[src/rtl/fib_disp.sv]
`default_nettype none
// =====================================================================
// Module   : fib_disp
// Purpose  : Captures the BCD Fibonacci result on the done pulse and
//            scans it onto a common-anode 4-digit seven-segment display.
// Revision : 1.0
// =====================================================================
module fib_disp #(
    parameter int REFRESH_W = 18,
    parameter int BLINK_W   = 24
) (
    input  logic       iCLK,
    input  logic       iRESET_N,
    input  logic       iSTART,
    input  logic       iDONE,
    input  logic       iOFLOW,
    input  logic [3:0] iBCD3,
    input  logic [3:0] iBCD2,
    input  logic [3:0] iBCD1,
    input  logic [3:0] iBCD0,
    output logic [3:0] oAN,
    output logic [7:0] oSEG,
    output logic [1:0] oMODE
);

    localparam logic [1:0] C_ST_BLANK = 2'd0;
    localparam logic [1:0] C_ST_WAIT  = 2'd1;
    localparam logic [1:0] C_ST_SHOW  = 2'd2;
    localparam logic [1:0] C_ST_OFLOW = 2'd3;

    localparam logic [7:0] C_SEG_OFF  = 8'hFF;
    localparam logic [7:0] C_SEG_DASH = 8'hBF;

    localparam logic [REFRESH_W-1:0] C_SCAN_ONE  = 1;
    localparam logic [BLINK_W-1:0]   C_BLINK_ONE = 1;

    logic [1:0]           state_q, state_d;
    logic [3:0]           d3_q, d3_d;
    logic [3:0]           d2_q, d2_d;
    logic [3:0]           d1_q, d1_d;
    logic [3:0]           d0_q, d0_d;
    logic                 ovf_q, ovf_d;
    logic [REFRESH_W-1:0] scan_q, scan_d;
    logic [BLINK_W-1:0]   blink_q, blink_d;
    logic [3:0]           an_q, an_d;
    logic [7:0]           seg_q, seg_d;

    logic [1:0]           sel;
    logic [3:0]           digit;
    logic                 lead_blank;

    function automatic logic [7:0] seg_code(input logic [3:0] value);
        case (value)
            4'd0:    return 8'hC0;
            4'd1:    return 8'hF9;
            4'd2:    return 8'hA4;
            4'd3:    return 8'hB0;
            4'd4:    return 8'h99;
            4'd5:    return 8'h92;
            4'd6:    return 8'h82;
            4'd7:    return 8'hF8;
            4'd8:    return 8'h80;
            4'd9:    return 8'h90;
            default: return C_SEG_OFF;
        endcase
    endfunction

    // State register plus capture, counter and output flops.
    always_ff @(posedge iCLK or negedge iRESET_N) begin
        if (!iRESET_N) begin
            state_q <= C_ST_BLANK;
            d3_q    <= 4'd0;
            d2_q    <= 4'd0;
            d1_q    <= 4'd0;
            d0_q    <= 4'd0;
            ovf_q   <= 1'b0;
            scan_q  <= '0;
            blink_q <= '0;
            an_q    <= 4'hF;
            seg_q   <= C_SEG_OFF;
        end else begin
            state_q <= state_d;
            d3_q    <= d3_d;
            d2_q    <= d2_d;
            d1_q    <= d1_d;
            d0_q    <= d0_d;
            ovf_q   <= ovf_d;
            scan_q  <= scan_d;
            blink_q <= blink_d;
            an_q    <= an_d;
            seg_q   <= seg_d;
        end
    end

    // Next state: a done pulse wins over a same-cycle start.
    always_comb begin
        state_d = state_q;
        if (iDONE) begin
            state_d = iOFLOW ? C_ST_OFLOW : C_ST_SHOW;
        end else if (iSTART) begin
            state_d = C_ST_WAIT;
        end
    end

    always_comb begin
        d3_d    = d3_q;
        d2_d    = d2_q;
        d1_d    = d1_q;
        d0_d    = d0_q;
        ovf_d   = ovf_q;
        scan_d  = scan_q + C_SCAN_ONE;
        blink_d = '0;
        if (iDONE) begin
            d3_d  = iBCD3;
            d2_d  = iBCD2;
            d1_d  = iBCD1;
            d0_d  = iBCD0;
            ovf_d = iOFLOW;
        end
        // Any entry into OFLOW restarts the blink on its visible phase.
        if (!(iDONE && iOFLOW) && state_q == C_ST_OFLOW) begin
            blink_d = blink_q + C_BLINK_ONE;
        end
    end

    // Output decode, registered so oAN/oSEG lag state and scan by one cycle.
    always_comb begin
        sel        = scan_q[REFRESH_W-1 -: 2];
        digit      = d0_q;
        lead_blank = 1'b0;
        case (sel)
            2'd0: begin
                digit      = d0_q;
                lead_blank = 1'b0;
            end
            2'd1: begin
                digit      = d1_q;
                lead_blank = (d3_q == 4'd0) && (d2_q == 4'd0) && (d1_q == 4'd0);
            end
            2'd2: begin
                digit      = d2_q;
                lead_blank = (d3_q == 4'd0) && (d2_q == 4'd0);
            end
            default: begin
                digit      = d3_q;
                lead_blank = (d3_q == 4'd0);
            end
        endcase

        an_d = ~(4'b0001 << sel);

        case (state_q)
            C_ST_BLANK: seg_d = C_SEG_OFF;
            C_ST_WAIT:  seg_d = C_SEG_DASH;
            C_ST_SHOW:  seg_d = lead_blank ? C_SEG_OFF : seg_code(digit);
            default:    seg_d = (ovf_q && !blink_q[BLINK_W-1]) ? C_SEG_DASH : C_SEG_OFF;
        endcase
    end

    assign oAN   = an_q;
    assign oSEG  = seg_q;
    assign oMODE = state_q;

endmodule
`default_nettype wire

[config.mk]
export PLATFORM = sky130hd
export DESIGN_NAME = fib_disp
export DESIGN_NICKNAME = d
export VERILOG_FILES = /design/src/rtl/fib_disp.sv
export SDC_FILE = /design/constraint.sdc
export NUM_CORES = 1
export LEC_CHECK = 0
export CAP_MARGIN = 0
export CORE_MARGIN = 8
export CORE_UTILIZATION = 56
export DETAILED_ROUTE_END_ITERATION = 8
export PLACE_DENSITY = 0.91
export SYNTH_ARGS = -nofsm -noshare
export SYNTH_HDL_FRONTEND = slang
export SYNTH_SLANG_ARGS = --single-unit
export TNS_END_PERCENT = 100
[constraint.sdc]
create_clock -name iCLK -period 2.55 [get_ports iCLK]
set_input_delay 0.6375 -clock iCLK [delete_from_list [all_inputs] [get_ports iCLK]]
set_output_delay 0.6375 -clock iCLK [all_outputs]
set_load 0.005 [all_outputs]
Word level (Yosys, flattened, before mapping):

Memories as Yosys holds them, arrays and structs flattened.
Index checks and enable logic that the tools add are counted.

* register bits after elaboration: 73
* memory bits (read-only): 112
* word-level logic and storage cells: 42
* memories kept: 1

Memories
* (name not given): words 16, bits a word 7, rd ports 1, clocked after memory_dff 0, wr ports 0, line 53 `case (value)`

* add/subtract/negate cells: 2
* eq/ne operators: 5
* shift-type cells: 1
* mux-type cells: 9
* bitwise gates (word level): 1
* reductions and logical operators: 13

Operator list (count)
* $add 24x1->24 const B: 1
* $mux 24: 1
* $pmux 8 s3: 1
* $add 18x1->18 const B: 1
* $logic_not 4->1: 3
* $pmux 4 s3: 1
* $mux 8: 1
* $mux 7: 1
* $eq 2x2->1 const B: 3
* $logic_and 1x1->1: 5
* $eq 2x1->1 const B: 2
* $logic_not 2->1: 2
* $mux 2: 2
* $not 4->4: 1
* $shl 1x2->4 const A: 1
* $pmux 1 s3: 1
* $logic_not 1->1: 2
* $reduce_bool 2->1: 1
* $mux 1: 1

Depth between registers and ports, before layout:

Gate-level depths: netlist of run 1.

* word-level depth: 6
* mapped depth: 8
* depth with buffers taken out: 7

Worst setup path before layout of run 1:

OpenSTA, ideal clock, no wires.

* kind: register -> register
* start: reg scan_q[16]
* end: reg seg_q[0] (netlist: oSEG[0])
* library setup time: 0.089 ns
* arrival time: 1.794 ns
* setup slack: 0.667 ns
* cell stages (with the launch flop): 7
* buffers on the path: 1
* clock period less this slack: 1.883 ns
* cell sequence: dfrtp_1 > buf_2 > mux4_2 > ha_1 > or2_1 > a21oi_1 > o21ai_0

* cells in the longest elaborated chain, start to end: 5
* elaborated cells on any way between the ends: 8
* classes of those cells: eq/ne (2); mux (4); reduce/logical (1); memory (1)

Ends and longest elaborated chain
* start: declaration: line 43 `logic [REFRESH_W-1:0] scan_q, scan_d;`
* start signal: assignment: line 88 `scan_q <= scan_d;`
* $eq 2x2->1 (tied with other cells): line 131 `case (sel)`
* $pmux 4 s3: line 131
* $mem_v2 16x7
* $mux 8 *: line 155 `C_ST_SHOW: seg_d = lead_blank ? C_SEG_OFF : seg_code(digit);`
* $pmux 8 s3 *: line 152 `case (state_q)`
* via seg_d[0]: line 46 `logic [7:0] seg_q, seg_d;`
* end signal: assignment: line 91 `seg_q <= seg_d;`
* end: declaration: line 46

Mark *: on every way through the listed nets, which the timed path passes. The rest lies on a longest branch.
A chain may end at the register's enable or synchronous reset.

Worst setup path in the final report of run 1:

Ends and elaborated chain as after synthesis.

==> metrics.md, run 1 <==
| Metric | Value |
|---|---|
| Fill cell count | roughly 410 |
| Relative slew slack | between 50% and 60% |
| Leakage | 1.672 nW |
| Slowest stage delay, CP | between 600 and 700 ps |
| Max cap viols | 0 |
| Clock buffer count from CTS | 9 |
| Setup TNS | 0 ps |
| DRC | 0 |
| Final antenna-violating net count | 0 |
| Synth Cell Area | roughly 0.0034 mm^2 |
| Clk sinks | around 70 |
| Clk slew on worst S/H paths | 80 ps |
| CP Data Required Time | between 2000 and 3000 ps |
| P&R area growth vs syn | 17.59% |
| Post-CTS setup buffer count | 0 |
| Routed vias | between 2000 and 2500 |
| Htree depth | 3 |
| Iter 0 DRT Violations | 96 |
| FF/Latch Area | 0.001815 mm^2 |
| Worst-Margin Slew | approximately 640 ps |
| Full die area | around 0.009 mm^2 |
| Worst clock skew | about 9.5 ps |
| N_diodes | 0 |
| Initial Utilization | a little under three fifths |
| CTS tree | done |
| Pwr Density | 589.7 mW/mm^2 |
| DRT Wirelength | around 6600 um |
| Unrepaired setup endpoints after global routing | no |
| Routed WL per cell | between 15 and 20 um |
| FP Rows | 28 |
| Hold slack | just over 300 ps |
| Die Ht | a little over 90 um |
| Clk_lat worst skew | 340 ps |
| Core ar. | slightly below 0.006 mm^2 |
| Vias in the first global route | ~2400 |
| Fmax | 471.0 MHz |
| Placer congestion estimate | about 0.85 |
| Worst Path Arrival | between 2000 and 2500 ps |
| Seq/Total Area, Yosys | 53.86% |
| Post-CTS sizing | 0 |
| Buffers on Ports | 33 |
| Chip Width | just over 90 um |
| Tmin final | ~2100 ps |
| Synth Register Bits | 72 |
| Avg Cell Area, Syn | between 10 and 15 um^2 |
| Critical path type | flip-flop to flip-flop |
| Final worst path period share | a little over four fifths |
| Pin count of the biggest net entering global routing | 30 |
| Final hold viol count | 0 |
| Area of the multi-input gates | approximately 0.0015 mm^2 |
| GRT Util Overall | 16.63% |
| Worst-path cell chain | mux4_2 -> ha_1 -> or2_1 -> a21oi_1 -> o21ai_0 |
| I/O Pins | 35 |
| Post-Syn Instances | between 200 and 300 |
| Critical path capture point type | flip-flop |
| DRT Pass-1 Iters | 4 |
| Drt via density | roughly 5.6 |
| Count of different cell masters after synthesis | between 40 and 50 |
| CP max FO | 12 |
| Syn. warnings | 0 |
| CTS max path bufs | 2 |
| Cts hold-fix bufs | 0 |
| Final setup fails | 0 |
| Critical path launch point type | flip-flop |
| Layout cells sized above 1 | 18.10% |
| Reg-to-reg slack, setup | roughly 430 ps |
| Global-route wire length before repair | approximately 12000 um |
| DP HPWL | between 4000 and 5000 um |
| Status | finished clean |
| Mapped Nets | between 300 and 400 |
| Nets | 360 |
| IR drop worst, VDD | approximately 610 uV |
| Antenna violations before repair | 0 |
| Clk root buf | clkbuf_8 |
| Final Slew Violations | 0 |
| Overflow after GRT | 0 |
| Type of the worst min-delay path | input pin to async pin |
| CP max stage cell | dfrtp_1 |
## critical path: cells and delay by family (launching register included)
family / cells / cell delay [ps]
fa+ha+maj: 1 / 230
compound gates: 2 / 320
mux: 1 / 620
flops: 1 / 630
simple gates: 1 / 230
## where the power goes
group	switching, mW	total (mW)	internal [mW]	leakage (nW)
Sequential	0.0310	1.22	1.19	0.908
Combinational	0.104	0.219	0.115	0.658
Clock	0.422	0.895	0.473	0.106
Total	0.557	2.34	1.78	1.67
## metal layers
layer | vias to the layer above | global-route usage [%] | wire (um)
li1 | 1123 | - | -
met1 | 1152 | 21.28 | 2898
met2 | 42 | 26.97 | 3422
met3 | 6 | 4.487 | 205
met4 | 0 | 4.888 | 57
met5 | - | 0 | 0
## layout make-up
cell class / count / area share [%]
Sequential cell: 72 / 45.80
Multi-Input combinational cell: 200 / 36.58
Timing Repair Buffer: 39 / 9.343
Clock buffer: 10 / 3.472
Tap cell: 75 / 2.367
Clock inverter: 6 / 1.484
Inverter: 10 / 0.9470
## logic make-up after synthesis
family | count (synthesis) | share of synthesized area (%)
simple gates | 106 | 17.89
fa+ha+maj | 7 | 2.598
other cells | 1 | 0.1113
flops | 72 | 53.86
compound gates | 36 | 6.459
buf+inv | 23 | 3.118
xor+xnor | 26 | 6.756
mux | 24 | 9.206
## placed cells by master, fill, tap and decap left out, types with 2 or more instances in the layout
cell and n:
and2_1 3, clkdlybuf4s50_1 32, nand3_1 18, or4_1 8
dfrtp_1 61, nor2_1 22, clkinv_2 4, nor4_1 2
mux4_2 4, o31ai_1 8, nand4_1 9, buf_4 6
mux2i_1 4, dfstp_2 11, a21oi_1 12, mux2_2 16
o21ai_0 10, clkbuf_8 10, nand2_1 13, xnor2_1 15
ha_1 7, and3_1 3, nand2b_1 6, and4_1 6
nor3_1 2, xor2_1 11, and3_2 2, inv_1 10
nand2_2 2
## synth_stat cells (all sizes together)
| library cell | n | area share, % |
|---|---|---|
| nand2b | 6 | 1.1 |
| a21o | 1 | 0.22 |
| a22oi | 1 | 0.22 |
| and4b | 1 | 0.30 |
| nor2b | 1 | 0.19 |
| and2 | 4 | 0.74 |
| nor4b | 1 | 0.26 |
| mux2 | 16 | 5.3 |
| mux4 | 4 | 2.7 |
| o31ai | 8 | 1.8 |
| nand3 | 19 | 3.2 |
| clkbuf | 6 | 0.67 |
| nor4 | 2 | 0.37 |
| o211ai | 1 | 0.22 |
| conb | 1 | 0.11 |
| or4 | 8 | 1.8 |
| ha | 7 | 2.6 |
| dfrtp | 61 | 45 |
| a311oi | 1 | 0.26 |
| o22ai | 1 | 0.19 |
| or2 | 3 | 0.56 |
| nor3 | 2 | 0.30 |
| dfstp | 11 | 8.6 |
| mux2i | 4 | 1.2 |
| xnor2 | 15 | 3.9 |
| a21oi | 12 | 1.8 |
| nand4b | 1 | 0.26 |
| a41o | 1 | 0.30 |
| and3 | 5 | 1.0 |
| xor2 | 11 | 2.9 |
| nand4 | 9 | 1.7 |
| nand2 | 15 | 1.8 |
| inv | 10 | 1.1 |
| o21ai | 10 | 1.5 |
| nor2 | 22 | 2.4 |
| and4 | 7 | 1.9 |
| buf | 7 | 1.3 |
## through the flow
step	area [um^2]	instances	power (mW)	util [%]	setup WS [ps]
2_1_floorplan	3371	295	1.344	-	667.0
3_3_place_gp	3767	396	1.452	64.01	588.8
3_5_place_dp	3767	396	1.463	64.01	501.1
4_1_cts	3964	412	2.354	67.35	451.9
5_1_grt	3964	412	2.436	67.35	291.5
6_report	3964	412	2.337	67.35	427.0
## final timing paths
check                                      from               endpoint  depth (start not counted)
min in group iCLK          blink_q[0]$_DFF_PN0_   blink_q[0]$_DFF_PN0_                          1
min                                    iRESET_N  blink_q[15]$_DFF_PN0_                          1
max                        scan_q[16]$_DFF_PN0_      oSEG[0]$_DFF_PN1_                          5
max in group asynchronous              iRESET_N      oSEG[2]$_DFF_PN1_                          2
min reg2reg                blink_q[0]$_DFF_PN0_   blink_q[0]$_DFF_PN0_                          1
max reg2reg                scan_q[16]$_DFF_PN0_      oSEG[0]$_DFF_PN1_                          5
## flip-flops by register name (all words and copies together) (netlist names), 2 cells and up
register / flops
oMODE: 2
d2_q: 4
oSEG: 7
blink_q: 24
d1_q: 4
d0_q: 4
d3_q: 4
scan_q: 18
oAN: 4
(Power assumes the default switching activity.)
==> run 2, diff against run 1 <==
Settings changed: CORE_UTILIZATION 56 to 51, PLACE_DENSITY 0.91 to 0.88.
Clock period 2.55 ns to 1.7 ns, I/O delays scaled along.
==> run 2 against run 1 <==
Against the previous run:
- the run now ends with negative setup slack left
- flip-flop and latch count unchanged
- cell area is 8.0% higher
- via count up 9.2%
- setup slack lost 580 ps
- largest cell class unchanged
- highest routed layer unchanged
==> metrics.md, run 2 (synthesis gave the netlist of run 1 again) <==
| Metric | Value |
|---|---|
| Worst clock skew | 6.520 ps (was 9.482 ps) |
| Die Ht | 97.30 um (was 93.59 um) |
| Clock buffer count from CTS | 9 (unchanged) |
| Status | finished with violations (was finished clean) |
| Failing checks | negative setup slack |
| CP Data Required Time | 1970 ps (was 2790 ps) |
| CP max FO | 8 (was 12) |
| Final setup fails | 7 (was 0) |
| Layout cells sized above 1 | 28.85% (was 18.10%) |
| Final hold viol count | 0 (unchanged) |
| Pre-CTS setup slack | -171.5 ps (was 501.1 ps) |
| Pwr Total | 3.738 mW (was 2.337 mW) |
| Final Slew Violations | 0 (unchanged) |
| Max reg flops | 24 (unchanged) |
| Hold slack | 454.5 ps (was 306.2 ps) |
| Worst Path Arrival | 2120 ps (was 2360 ps) |
| Antenna violations before repair | 0 (unchanged) |
| Global-route wire length before repair | 12620 um (was 11670 um) |
| CTS tree | done (unchanged) |
| CTS max path bufs | 2 (unchanged) |
| Most flop-heavy register | blink_q (unchanged) |
| Commonest non-fill, non-tap cell in the layout | dfrtp_1 (unchanged) |
| I/O Pins | 35 (unchanged) |
| Critical path capture point type | flip-flop (unchanged) |
| Max cap viols | 0 (unchanged) |
| DRT Pass-1 Iters | 4 (unchanged) |
| P&R area growth vs syn | 27.02% (was 17.59%) |
| Initial Utilization | 52.78% (was 57.27%) |
| Leakage | 1.824 nW (was 1.672 nW) |
| Full die area | 0.009466 mm^2 (was 0.008758 mm^2) |
| Unrepaired setup endpoints after global routing | yes (was no) |
| Final WS setup | -150.7 ps (was 427.0 ps) |
| Final worst path period share | 108.9% (was 83.26%) |
| DRC | 0 (unchanged) |
| Buffers on Ports | 33 (unchanged) |
| Clk sinks | 72 (unchanged) |
| Htree depth | 3 (unchanged) |
| Pin count of the biggest net entering global routing | 39 (was 30) |
| Pwr Density | 873.0 mW/mm^2 (was 589.7 mW/mm^2) |
| N_diodes | 0 (unchanged) |
| Iter 0 DRT Violations | 111 (was 96) |
| Routed WL per cell | 18.29 um (was 15.98 um) |
| GRT Util Overall | 16.24% (was 16.63%) |
| Fmax | 540.3 MHz (was 471.0 MHz) |
| Chip Width | 97.30 um (was 93.59 um) |
| Cell Count, Final, Fillers Out | 441 (was 412) |
| IR drop worst, VDD | 936.1 uV (was 606.9 uV) |
| Nets | 387 (was 360) |
| Clk_lat worst skew | 350 ps (was 340 ps) |
| Critical path type | flip-flop to flip-flop (unchanged) |
| Critical path launch point type | flip-flop (unchanged) |
| DRT Wirelength | 8067 um (was 6583 um) |
| Core ar. | 0.006386 mm^2 (was 0.005886 mm^2) |
| Drt via density | 5.753 (was 5.638) |
| Most frequent cells in the layout | dfrtp_1, buf_4, nor2_1 (was dfrtp_1, clkdlybuf4s50_1, nor2_1) |
| Placer congestion estimate | 0.8993 (was 0.8461) |
| Type of the worst min-delay path | flip-flop to flip-flop (was input pin to async pin) |
| DP HPWL | 5003 um (was 4592 um) |
| Clk slew on worst S/H paths | 80 ps (about the same) |
| Vias in the first global route | 2651 (was 2425) |
| Routed vias | 2537 (was 2323) |
| Final antenna-violating net count | 0 (unchanged) |
| Placed cell count | 409 (was 396) |
| Overflow after GRT | 0 (unchanged) |
| Clk root buf | clkbuf_8 (unchanged) |
| FP Rows | 29 (was 28) |
| Tmin final | 1851 ps (was 2123 ps) |
[run 2: cell count changes in the layout (fill, tap and decap cells not counted), moves of 3 or more]
| cell | before | now |
|---|---|---|
| ha_2 | 0 | 3 |
| dlygate4sd2_1 | 0 | 11 |
| inv_1 | 10 | 7 |
| a21oi_1 | 12 | 9 |
| buf_4 | 6 | 30 |
| ha_1 | 7 | 2 |
| a21oi_2 | 0 | 3 |
| o21ai_1 | 0 | 4 |
| clkdlybuf4s50_1 | 32 | 19 |
| o21ai_0 | 10 | 5 |
[run 2: path summary, 6_finish.rpt]
| check | from | endpoint | slack [ps] | depth (start not counted) |
|---|---|---|---|---|
| max | scan_q[16]$_DFF_PN0_ | oSEG[5]$_DFF_PN1_ | -150 | 5 |
| min | blink_q[0]$_DFF_PN0_ | blink_q[0]$_DFF_PN0_ | 450 | 1 |
| max reg2reg | scan_q[16]$_DFF_PN0_ | oSEG[5]$_DFF_PN1_ | -150 | 5 |
| min reg2reg | blink_q[0]$_DFF_PN0_ | blink_q[0]$_DFF_PN0_ | 450 | 1 |
| max in group asynchronous | iRESET_N | oAN[0]$_DFF_PN1_ | 620 | 3 |
| min in group asynchronous | iRESET_N | blink_q[12]$_DFF_PN0_ | 510 | 2 |
[run 2: repair_timing]
item	CTS	global route
hold buffers	1	0
resized for setup	20	14
pin swaps	4	9
endpoints found under the hold margin	10	0
setup buffers	5	10
setup endpoints to repair	20	16
[run 2: area by class of cell]
type / instances / area [um^2]
Sequential cell: 72 / 1817
Clock inverter: 6 / 82.58
Clock buffer: 10 / 137.6
Tap cell: 77 / 96.34
Inverter: 10 / 40.04
Timing Repair Buffer: 66 / 591.8
Multi-Input combinational cell: 200 / 1516
Fill cell: 434 / 2105
[run 2: routing by layer]
metal / share of wire [%] / vias to the layer above / GRT usage, %
li1: - / 1173 / -
met4: 3.5 / 0 / 6.643
met2: 53 / 62 / 27.97
met1: 40 / 1277 / 18.10
met5: 0 / - / 0
met3: 3.5 / 25 / 5.192
[run 2: report_power, final]
group	switching [mW]	internal, mW
logic	0.206	0.213
registers	0.0452	1.79
clock network	0.627	0.858
[run 2: critical path: stages, from the launching register on]
cell and delay (ps):
dfrtp_2 450, buf_4 140, mux4_2 630, mux2i_1 280
nor2_1 80, o21ai_1 190
[run 2: per-stage QoR]
step                setup TNS (ps)  area, um^2  util [%]
finish                      -677.7        4282     67.05
global placement            -630.4        3884     60.82
floorplan                   -135.5        3383         -
global route                 -1190        4282     67.05
detailed placement          -920.1        3884     60.82
CTS                         -111.2        4160     65.15
